[src/rtl/sn76489_register_decoder_pkg.sv]
// sn76489_register_decoder_pkg: byte-field positions and latch register indices for the SN76489 writer
package sn76489_pkg;
  localparam int LATCH_BIT = 7;
  localparam int CH_MSB = 6;
  localparam int CH_LSB = 5;
  localparam int TYPE_BIT = 4;
  localparam logic [2:0] TONE0 = 3'd0;
  localparam logic [2:0] VOL0 = 3'd1;
  localparam logic [2:0] TONE1 = 3'd2;
  localparam logic [2:0] VOL1 = 3'd3;
  localparam logic [2:0] TONE2 = 3'd4;
  localparam logic [2:0] VOL2 = 3'd5;
  localparam logic [2:0] NOISE = 3'd6;
  localparam logic [2:0] VOL3 = 3'd7;
endpackage

[src/rtl/sn76489_register_decoder_if.sv]
// sn76489_register_decoder_if: CPU write bus (wr strobe, data byte, ready back-pressure)
interface sn76489_register_decoder_if;
  logic wr;
  logic [7:0] data;
  logic ready;
  modport master (output wr, data, input ready);
  modport slave (input wr, data, output ready);
endinterface

[src/rtl/sn76489_register_decoder_ready_timer.sv]
// sn76489_ready_timer: holds ready low for READY_CYCLES clocks after each accepted write (start)
module sn76489_ready_timer #(
  parameter int READY_CYCLES = 32
) (
  input  logic clk,
  input  logic reset,
  input  logic start,
  output logic ready
);
  localparam int W = $clog2(READY_CYCLES + 1);
  logic [W-1:0] cnt;
  assign ready = cnt == '0;
  always_ff @(posedge clk) begin
    if (reset) cnt <= '0;
    else if (start) cnt <= W'(READY_CYCLES);
    else if (cnt != '0) cnt <= cnt - 1'b1;
  end
endmodule

[src/rtl/sn76489_register_decoder.sv]
// sn76489_register_decoder: splits CPU bytes into latch/data writes and holds the PSG tone, noise and attenuator registers (ready timer under SN76489_READY_EN)
import sn76489_pkg::*;

module sn76489_register_decoder #(
  parameter int READY_CYCLES = 32,
  parameter logic [3:0] ATT_RESET = 4'hF
) (
  input  logic clk,
  input  logic reset,
  sn76489_register_decoder_if.slave bus,
  output logic [9:0] tone0_n,
  output logic [9:0] tone1_n,
  output logic [9:0] tone2_n,
  output logic [2:0] noise_ctrl,
  output logic [3:0] att0,
  output logic [3:0] att1,
  output logic [3:0] att2,
  output logic [3:0] att3,
  output logic noise_reset
);
  logic [2:0][9:0] tone;
  logic [3:0][3:0] att;
  logic [2:0] latch;
  logic accept;
  logic is_latch;
  logic [2:0] tgt;
  if (READY_CYCLES < 1) begin : g_bad_cycles
    $error("READY_CYCLES must be at least 1");
  end
`ifdef SN76489_READY_EN
  sn76489_ready_timer #(.READY_CYCLES(READY_CYCLES)) u_timer (
    .clk(clk),
    .reset(reset),
    .start(accept),
    .ready(bus.ready)
  );
`else
  assign bus.ready = 1'b1;
`endif
  assign accept = bus.wr & bus.ready;
  assign is_latch = bus.data[LATCH_BIT];
  // a latch byte addresses its own register; a data byte reuses the stored latch
  assign tgt = is_latch ? bus.data[CH_MSB:TYPE_BIT] : latch;
  always_ff @(posedge clk) begin
    if (reset) begin
      tone <= '0;
      att <= {4{ATT_RESET}};
      noise_ctrl <= '0;
      latch <= TONE0;
      noise_reset <= 1'b0;
    end else begin
      noise_reset <= accept && tgt == NOISE;
      if (accept) begin
        if (is_latch) latch <= bus.data[CH_MSB:TYPE_BIT];
        if (tgt[0]) att[tgt[2:1]] <= bus.data[3:0];
        else if (tgt == NOISE) noise_ctrl <= bus.data[2:0];
        else if (is_latch) tone[tgt[2:1]][3:0] <= bus.data[3:0];
        else tone[tgt[2:1]][9:4] <= bus.data[5:0];
      end
    end
  end
  assign tone0_n = tone[0];
  assign tone1_n = tone[1];
  assign tone2_n = tone[2];
  assign att0 = att[0];
  assign att1 = att[1];
  assign att2 = att[2];
  assign att3 = att[3];
endmodule

[src/flat_wrapper.sv]
// flat-port wrapper written by rule: the top's interface ports become plain ports
module sn76489_register_decoder_flat 
#(
  parameter int READY_CYCLES = 32,
  parameter logic [3:0] ATT_RESET = 4'hF
)
  (clk, reset, tone0_n, tone1_n, tone2_n, noise_ctrl, att0, att1, att2, att3, noise_reset, bus_wr, bus_data, bus_ready);
  sn76489_register_decoder_if bus_i ();
  input  logic clk;
  input  logic reset;
  output logic [9:0] tone0_n;
  output logic [9:0] tone1_n;
  output logic [9:0] tone2_n;
  output logic [2:0] noise_ctrl;
  output logic [3:0] att0;
  output logic [3:0] att1;
  output logic [3:0] att2;
  output logic [3:0] att3;
  output logic noise_reset;
  input wire logic [$bits(bus_i.wr)-1:0] bus_wr;
  input wire logic [$bits(bus_i.data)-1:0] bus_data;
  output wire logic [$bits(bus_i.ready)-1:0] bus_ready;
  assign bus_i.wr = bus_wr;
  assign bus_i.data = bus_data;
  assign bus_ready = bus_i.ready;
  sn76489_register_decoder #(.READY_CYCLES(READY_CYCLES), .ATT_RESET(ATT_RESET)) u_core (.clk(clk), .reset(reset), .bus(bus_i), .tone0_n(tone0_n), .tone1_n(tone1_n), .tone2_n(tone2_n), .noise_ctrl(noise_ctrl), .att0(att0), .att1(att1), .att2(att2), .att3(att3), .noise_reset(noise_reset));
endmodule
[config.mk]
export PLATFORM = sky130hd
export DESIGN_NAME = sn76489_register_decoder_flat
export DESIGN_NICKNAME = d
export VERILOG_FILES = /design/src/rtl/sn76489_register_decoder_pkg.sv /design/src/rtl/sn76489_register_decoder_if.sv /design/src/rtl/sn76489_register_decoder_ready_timer.sv /design/src/rtl/sn76489_register_decoder.sv /design/src/flat_wrapper.sv
export SDC_FILE = /design/constraint.sdc
export NUM_CORES = 1
export LEC_CHECK = 0
export ABC_AREA = 1
export BUFFER_PORTS_ARGS = -buffer_cell sky130_fd_sc_hd__buf_4
export CELL_PAD_IN_SITES_DETAIL_PLACEMENT = 1
export CELL_PAD_IN_SITES_GLOBAL_PLACEMENT = 1
export CORE_MARGIN = 2
export CORE_UTILIZATION = 25
export DETAILED_ROUTE_END_ITERATION = 10
export GPL_ROUTABILITY_DRIVEN = 0
export GPL_TIMING_DRIVEN = 0
export PLACE_DENSITY = 0.58
export RECOVER_POWER = 50
export SLEW_MARGIN = 20
export SYNTH_ARGS = -nofsm -noshare
export SYNTH_HDL_FRONTEND = slang
export SYNTH_SLANG_ARGS = --single-unit
export TNS_END_PERCENT = 50
[constraint.sdc]
create_clock -name clk -period 3 [get_ports clk]
set_input_delay 0.75 -clock clk [delete_from_list [all_inputs] [get_ports clk]]
set_output_delay 0.75 -clock clk [all_outputs]
set_load 0.03 [all_outputs]
==> results.yml, run 1 <==
layout:
  syn_to_final_growth_pct: 22.78
  drive_above_1_share_pct: 12.28
  regArea_um2: 1061
  n_antenna_cell: 0
  final_common_cell: "nand2_1"
  multi_input_area_um2: 913.4
  fin_nets: 401
  final_area_um2: 2779
  layout_common_cells: "nand2_1 (90), nor2_1 (64), dfxtp_1 (53), inv_1 (48), clkbuf_1 (36)"
  fillers: 1139
synthesis:
  synth.distinct_cells: 24
  synth_top_family_by_area: "simple AND/OR/NAND/NOR gates"
  synthAdderAreaFrac_pct: 0
  syn-instance-count: 327
  synth_top_area_share_pct: 46.88
  synthXorXnorAreaFrac_pct: 0
  ys_top_cells_by_area: "dfxtp_1 (47%), nand2_1 (15%), nor2_1 (10%), inv_1 (7.6%), nand3_1 (5.3%)"
  synth_seq_area_share_pct: 46.88
  avgSynthCellArea_um2: 6.922
  synth_top_cell_by_area: "dfxtp_1"
  syn_nets: 338
  ys_warn_count: 0
  synth_compound_area_share_pct: 2.985
  synth_simple_gate_area_share_pct: 38.64
  syn_area_um2: 2263
  synthMuxAreaShare_pct: 0
  ys_ff_latch: 53
worst_hold_path:
  hold_path.class: "reg2reg"
timing:
  maxSlewHeadroom_pct: 64.83
  finClkSkew_ns: 0.005014
  tightest_slew_ns: 0.5275
  slew_viol_final: 0
  finalHoldViolations: 0
  min_period_ns: 2.114
  rsz0062_at_grt: "no"
  max_freq_ghz: 0.4731
  setup_viol: 0
  post-route-period-util_pct: 70.46
  fin_setup_tns_ns: 0
critical_path:
  crit_required_ns: 3.21
  cp_max_fo: 9
  path_cells: "clkbuf_1 > inv_1 > nand2_1 > nand3_1 > nor2_1 > nand2_1 > nand2_1 > nor2_1"
  cp.arrival_ns: 2.33
  cpMaxStageDelayCell: "nor2_1"
  path_common_cell: "nand2_1"
  setup.worst_path.class: "in2reg"
  cp-start-kind: "input port"
  endpoint_kind: "flop"
  cpPeakStageDelay_ns: 0.51
detailed_routing:
  via_per_inst: 4.259
  dr.max_layer_used: "met4"
  route.detailed.drc: 0
  drt-pass1-iter-count: 4
  routed_wl_mm: 6.220
  drt_iter0_markers: 43
  dr_wl_met3_um: 285
  drt-wirelength-per-cell_um: 12.46
  met2WireLength_mm: 2.745
  met1_length_mm: 3.150
  dr_total_vias: 2125
  drtAntennaViolNets: 0
power_and_ir_drop:
  irDropWorstVdd_mv: 0.1812
  swShare_pct: 27.11
  powerDensity_nw_per_um2: 521.1
  leakage_nw: 1.345
  seq_power_share_pct: 51.3
  p_sw_w: 0.0003925
  clkPwrFrac_pct: 35.1
  p_int_w: 0.001056
  combPwrFrac_pct: 13.6
die:
  core_region_area_um2: 8763
  rows: 34
  fp.dieW_um: 99.15
  die_area_um2: 9831
  ios: 62
  die_y_um: 99.15
  start_util_pct: 25.83
global_route:
  gr-usage-all-layers_pct: 13.28
  grt_max_degree: 16
  grt_pass1_wl_mm: 10.47
  overflow: 0
  antenna_found_initial: 0
  grt_pass1_vias: 2148
clock_tree:
  htreeDepth: 2
  cts.path.max_buffers: 2
  clkTransAtPathRegs_ns: 0.10
  holdBufCountCts: 0
  post_cts_resized: 0
  clockRootBuffer: "clkbuf_8"
  cts_tree: "yes"
  cts_buffers: 5
  numClockSinks: 53
  clk_latency_ns: 0.30
  cts_setup_buffers: 0
flow_run:
  drv_cap: 0
placement:
  hpwl_mm: 4.714
  io_buffer_count: 56
  place_area_um2: 2819
status:
  outcome: "finished, final reports clean"
## metrics by stage
| stage | std cells | total power, W | hold slack [ns] | setup slack (ns) | utilization (%) |
|---|---|---|---|---|---|
| global route | 499 | 0.001527 | 0.4989 | 0.6709 | 31.71 |
| global placement | 491 | 0.0009748 | 0.4463 | 1.056 | 32.17 |
| detailed placement | 491 | 0.0009782 | 0.4520 | 1.035 | 32.17 |
| floorplan | 327 | 0.0008991 | 0.4690 | 1.299 | - |
| CTS | 499 | 0.001497 | 0.4761 | 1.371 | 33.50 |
| finish | 499 | 0.001448 | 0.4649 | 0.8863 | 31.71 |
## power by group through the flow
stage          clock [W]  combinational [W]  sequential, W
3_5_place_dp           0           0.000218       0.000760
3_3_place_gp           0           0.000215       0.000760
2_1_floorplan          0          0.0000981       0.000801
6_report        0.000509           0.000196       0.000743
4_1_cts         0.000535           0.000218       0.000744
5_1_grt         0.000558           0.000222       0.000747
## worst max-delay path: cells and delay by family
family | cells | cell delay (ns)
AND/OR/NAND/NOR | 6 | 1.09
buffers and inverters | 2 | 0.49
## registers in the layout (all words and copies together) (netlist names)
name                flops
u_core.noise_reset      1
u_core.att0             4
u_core.noise_ctrl       3
u_core.att3             4
u_core.tone2_n         10
u_core.tone1_n         10
u_core.tone0_n         10
u_core.att2             4
u_core.latch            3
u_core.att1             4
## logic make-up after synthesis
family          count (synthesis)
simple gates                  198
compound gates                 13
other cells                     1
buf+inv                        62
flops                          53
## synth_stat cells
library cell   n
nor2_4         3
a21oi_1        1
nor3b_4        1
nor2_1        62
or2_2          1
nand4_1       10
conb_1         1
nand3_2        1
buf_1          1
nand3_4        1
buf_4          2
nor3_1         1
buf_2          7
inv_1         46
nand2_1       88
nor2_2         2
o21ai_0       11
clkbuf_1       2
inv_2          3
nand3_1       24
buf_6          1
dfxtp_1       53
o211ai_1       1
nand2_2        4
## per-layer routing
| metal | vias to the layer above | track usage (%) |
|---|---|---|
| met5 | - | 0 |
| met4 | 0 | 3.161 |
| met3 | 4 | 3.162 |
| met2 | 40 | 21.52 |
| met1 | 970 | 17.96 |
| li1 | 1111 | - |
## path summary, 6_finish.rpt
kind / startpoint / end / slack (ns) / cells after the start
max: bus_data[7] / u_core.tone2_n[3] / 0.89 / 8
min: u_core.att1[0] / u_core.att1[0] / 0.46 / 2
max reg2reg: u_core.latch[2] / u_core.tone2_n[3] / 1.51 / 7
min reg2reg: u_core.att1[0] / u_core.att1[0] / 0.46 / 2
## layout make-up
type                            count  area share [%]
Timing Repair Buffer               56           10.81
Inverter                           49           6.619
Multi-Input combinational cell    212           32.87
Sequential cell                    53           38.18
Tap cell                          108           4.863
Buffer                             13           2.476
Clock inverter                      1           1.081
Clock buffer                        7           3.107
(Power assumes the default switching activity.)
==> run 2: changes to the inputs <==
- PLACE_DENSITY: 0.58 -> 0.6
- clock period: 3 -> 1.9 ns (I/O delays scaled with it)
==> run 2 against run 1 <==
Against the previous run: core utilization shrank 0.61 points; flip-flop and latch count stayed put; highest routed layer unchanged; worst hold slack worse by 0.13 ns; sequential share of layout area grew 0.75 points; cell count is the same; clock power is 26% higher; combinational power increased by 57%; critical endpoint is now u_core.tone1_n[8].
==> results.yml, run 2 (synthesis gave the netlist of run 1 again) <==
detailed_routing:
  route.detailed.drc: 0
  drt-pass1-iter-count: 4
  drt-wirelength-per-cell_um: 12.45
  via_per_inst: 4.319
  routed_wl_mm: 6.214
  dr_total_vias: 2155
  drtAntennaViolNets: 0
  drt_iter0_markers: 46
die:
  ios: 62
  die_area_um2: 9831
  core_region_area_um2: 8763
  die_y_um: 99.15
  rows: 34
  fp.dieW_um: 99.15
  start_util_pct: 25.83
timing:
  slew_viol_final: 0
  finalHoldViolations: 0
  maxSlewHeadroom_pct: 65.99
  finClkSkew_ns: 0.004697
  max_freq_ghz: 0.6430
  post-route-period-util_pct: 81.86
  whs_ns: 0.3382
  setup_viol: 0
  fin_setup_tns_ns: 0
  rsz0062_at_grt: "no"
  tightest_slew_ns: 0.5102
  min_period_ns: 1.555
clock_tree:
  numClockSinks: 53
  cts_tree: "yes"
  clkTransAtPathRegs_ns: 0.10
  cts_setup_buffers: 0
  clk_latency_ns: 0.30
  post_cts_resized: 0
  htreeDepth: 2
  cts_buffers: 5
  cts.path.max_buffers: 2
  clockRootBuffer: "clkbuf_8"
  holdBufCountCts: 0
layout:
  n_antenna_cell: 0
  fin_nets: 401
  final_core_util_pct: 31.10
  syn_to_final_growth_pct: 20.40
  final_common_cell: "nand2_1"
  layout_common_cells: "nand2_1 (89), nor2_1 (63), dfxtp_1 (53), inv_1 (48), clkbuf_1 (43)"
  final_cell_count_no_fill: 499
  drive_above_1_share_pct: 11.25
power_and_ir_drop:
  powerDensity_nw_per_um2: 779.4
  irDropWorstVdd_mv: 0.3055
  leakage_nw: 1.308
critical_path:
  cp.arrival_ns: 1.77
  setup.worst_path.class: "in2reg"
  timing.rr.end: "u_core.tone1_n[8]"
  endpoint_kind: "flop"
  rr_worst_depth: 7
  ff2ff_setup_slack_ns: 0.41
  rr_startpoint: "u_core.latch[0]"
  crit_required_ns: 2.11
  cp_max_fo: 10
  cp-start-kind: "input port"
global_route:
  grt_max_degree: 17
  grt_pass1_wl_mm: 10.22
  antenna_found_initial: 0
  gr-usage-all-layers_pct: 13.16
  overflow: 0
  grt_pass1_vias: 2147
placement:
  dp_cells: 491
  hpwl_mm: 4.711
  io_buffer_count: 56
worst_hold_path:
  min_from: "reset"
  hold_depth: 2
  holdPathEnd: "u_core.noise_reset"
  hold_path.class: "in2reg"
status:
  outcome: "finished, final reports clean"
flow_run:
  drv_cap: 0
run 2: through the flow:
| stage | total power (W) | cell area (um2) | setup slack [ns] |
|---|---|---|---|
| 6_report | 0.002124 | 2725 | 0.3447 |
| 5_1_grt | 0.002262 | 2725 | 0.1741 |
| 4_1_cts | 0.002208 | 2905 | 0.4679 |
| 3_5_place_dp | 0.001543 | 2819 | 0.2232 |
| 3_3_place_gp | 0.001539 | 2819 | 0.2361 |
| 2_1_floorplan | 0.001420 | 2263 | 0.4739 |
run 2: where the power goes:
| group | internal [W] | switching [W] |
|---|---|---|
| logic | 0.0000840 | 0.000224 |
| registers | 0.00115 | 0.0000226 |
| clock network | 0.000264 | 0.000379 |
run 2: layer usage:
| layer | track usage [%] | wire [um] | share of wire (%) | vias up |
|---|---|---|---|---|
| met5 | 0 | 0 | 0 | - |
| met4 | 4.110 | 59 | 0.95 | 0 |
| met3 | 3.162 | 274 | 4.4 | 4 |
| met2 | 21.41 | 2793 | 45 | 41 |
| met1 | 17.29 | 3086 | 50 | 1001 |
| li1 | - | - | - | 1109 |
run 2: worst max-delay path: stages:
cell and delay (ns):
buf_4 0.14, inv_1 0.09, nand2_2 0.07, nand3_1 0.25
inv_1 0.20, nand3_1 0.14, clkbuf_2 0.22, nor2_1 0.12
nor2_1 0.05
run 2: cell type report:
| class | count | area (um2) |
|---|---|---|
| Fill cell | 1155 | 6038 |
| Sequential cell | 53 | 1061 |
| Multi-Input combinational cell | 212 | 918.4 |
| Timing Repair Buffer | 56 | 274.0 |
| Inverter | 49 | 183.9 |
| Tap cell | 108 | 135.1 |
| Clock buffer | 6 | 72.57 |
| Buffer | 13 | 66.31 |
| Clock inverter | 2 | 13.76 |
run 2: worst max-delay path by stage:
stage / startpoint / to / slack, ns / cells past startpoint
5_1_grt: bus_data[7] / u_core.tone1_n[9] / 0.17 / 9
2_1_floorplan: bus_data[7] / u_core.noise_ctrl[0] / 0.47 / 9
6_report: bus_data[7] / u_core.tone1_n[8] / 0.34 / 9
3_3_place_gp: bus_data[7] / u_core.noise_ctrl[2] / 0.24 / 9
4_1_cts: u_core.latch[1] / u_core.noise_ctrl[1] / 0.47 / 7
3_5_place_dp: bus_data[7] / u_core.noise_ctrl[1] / 0.22 / 9
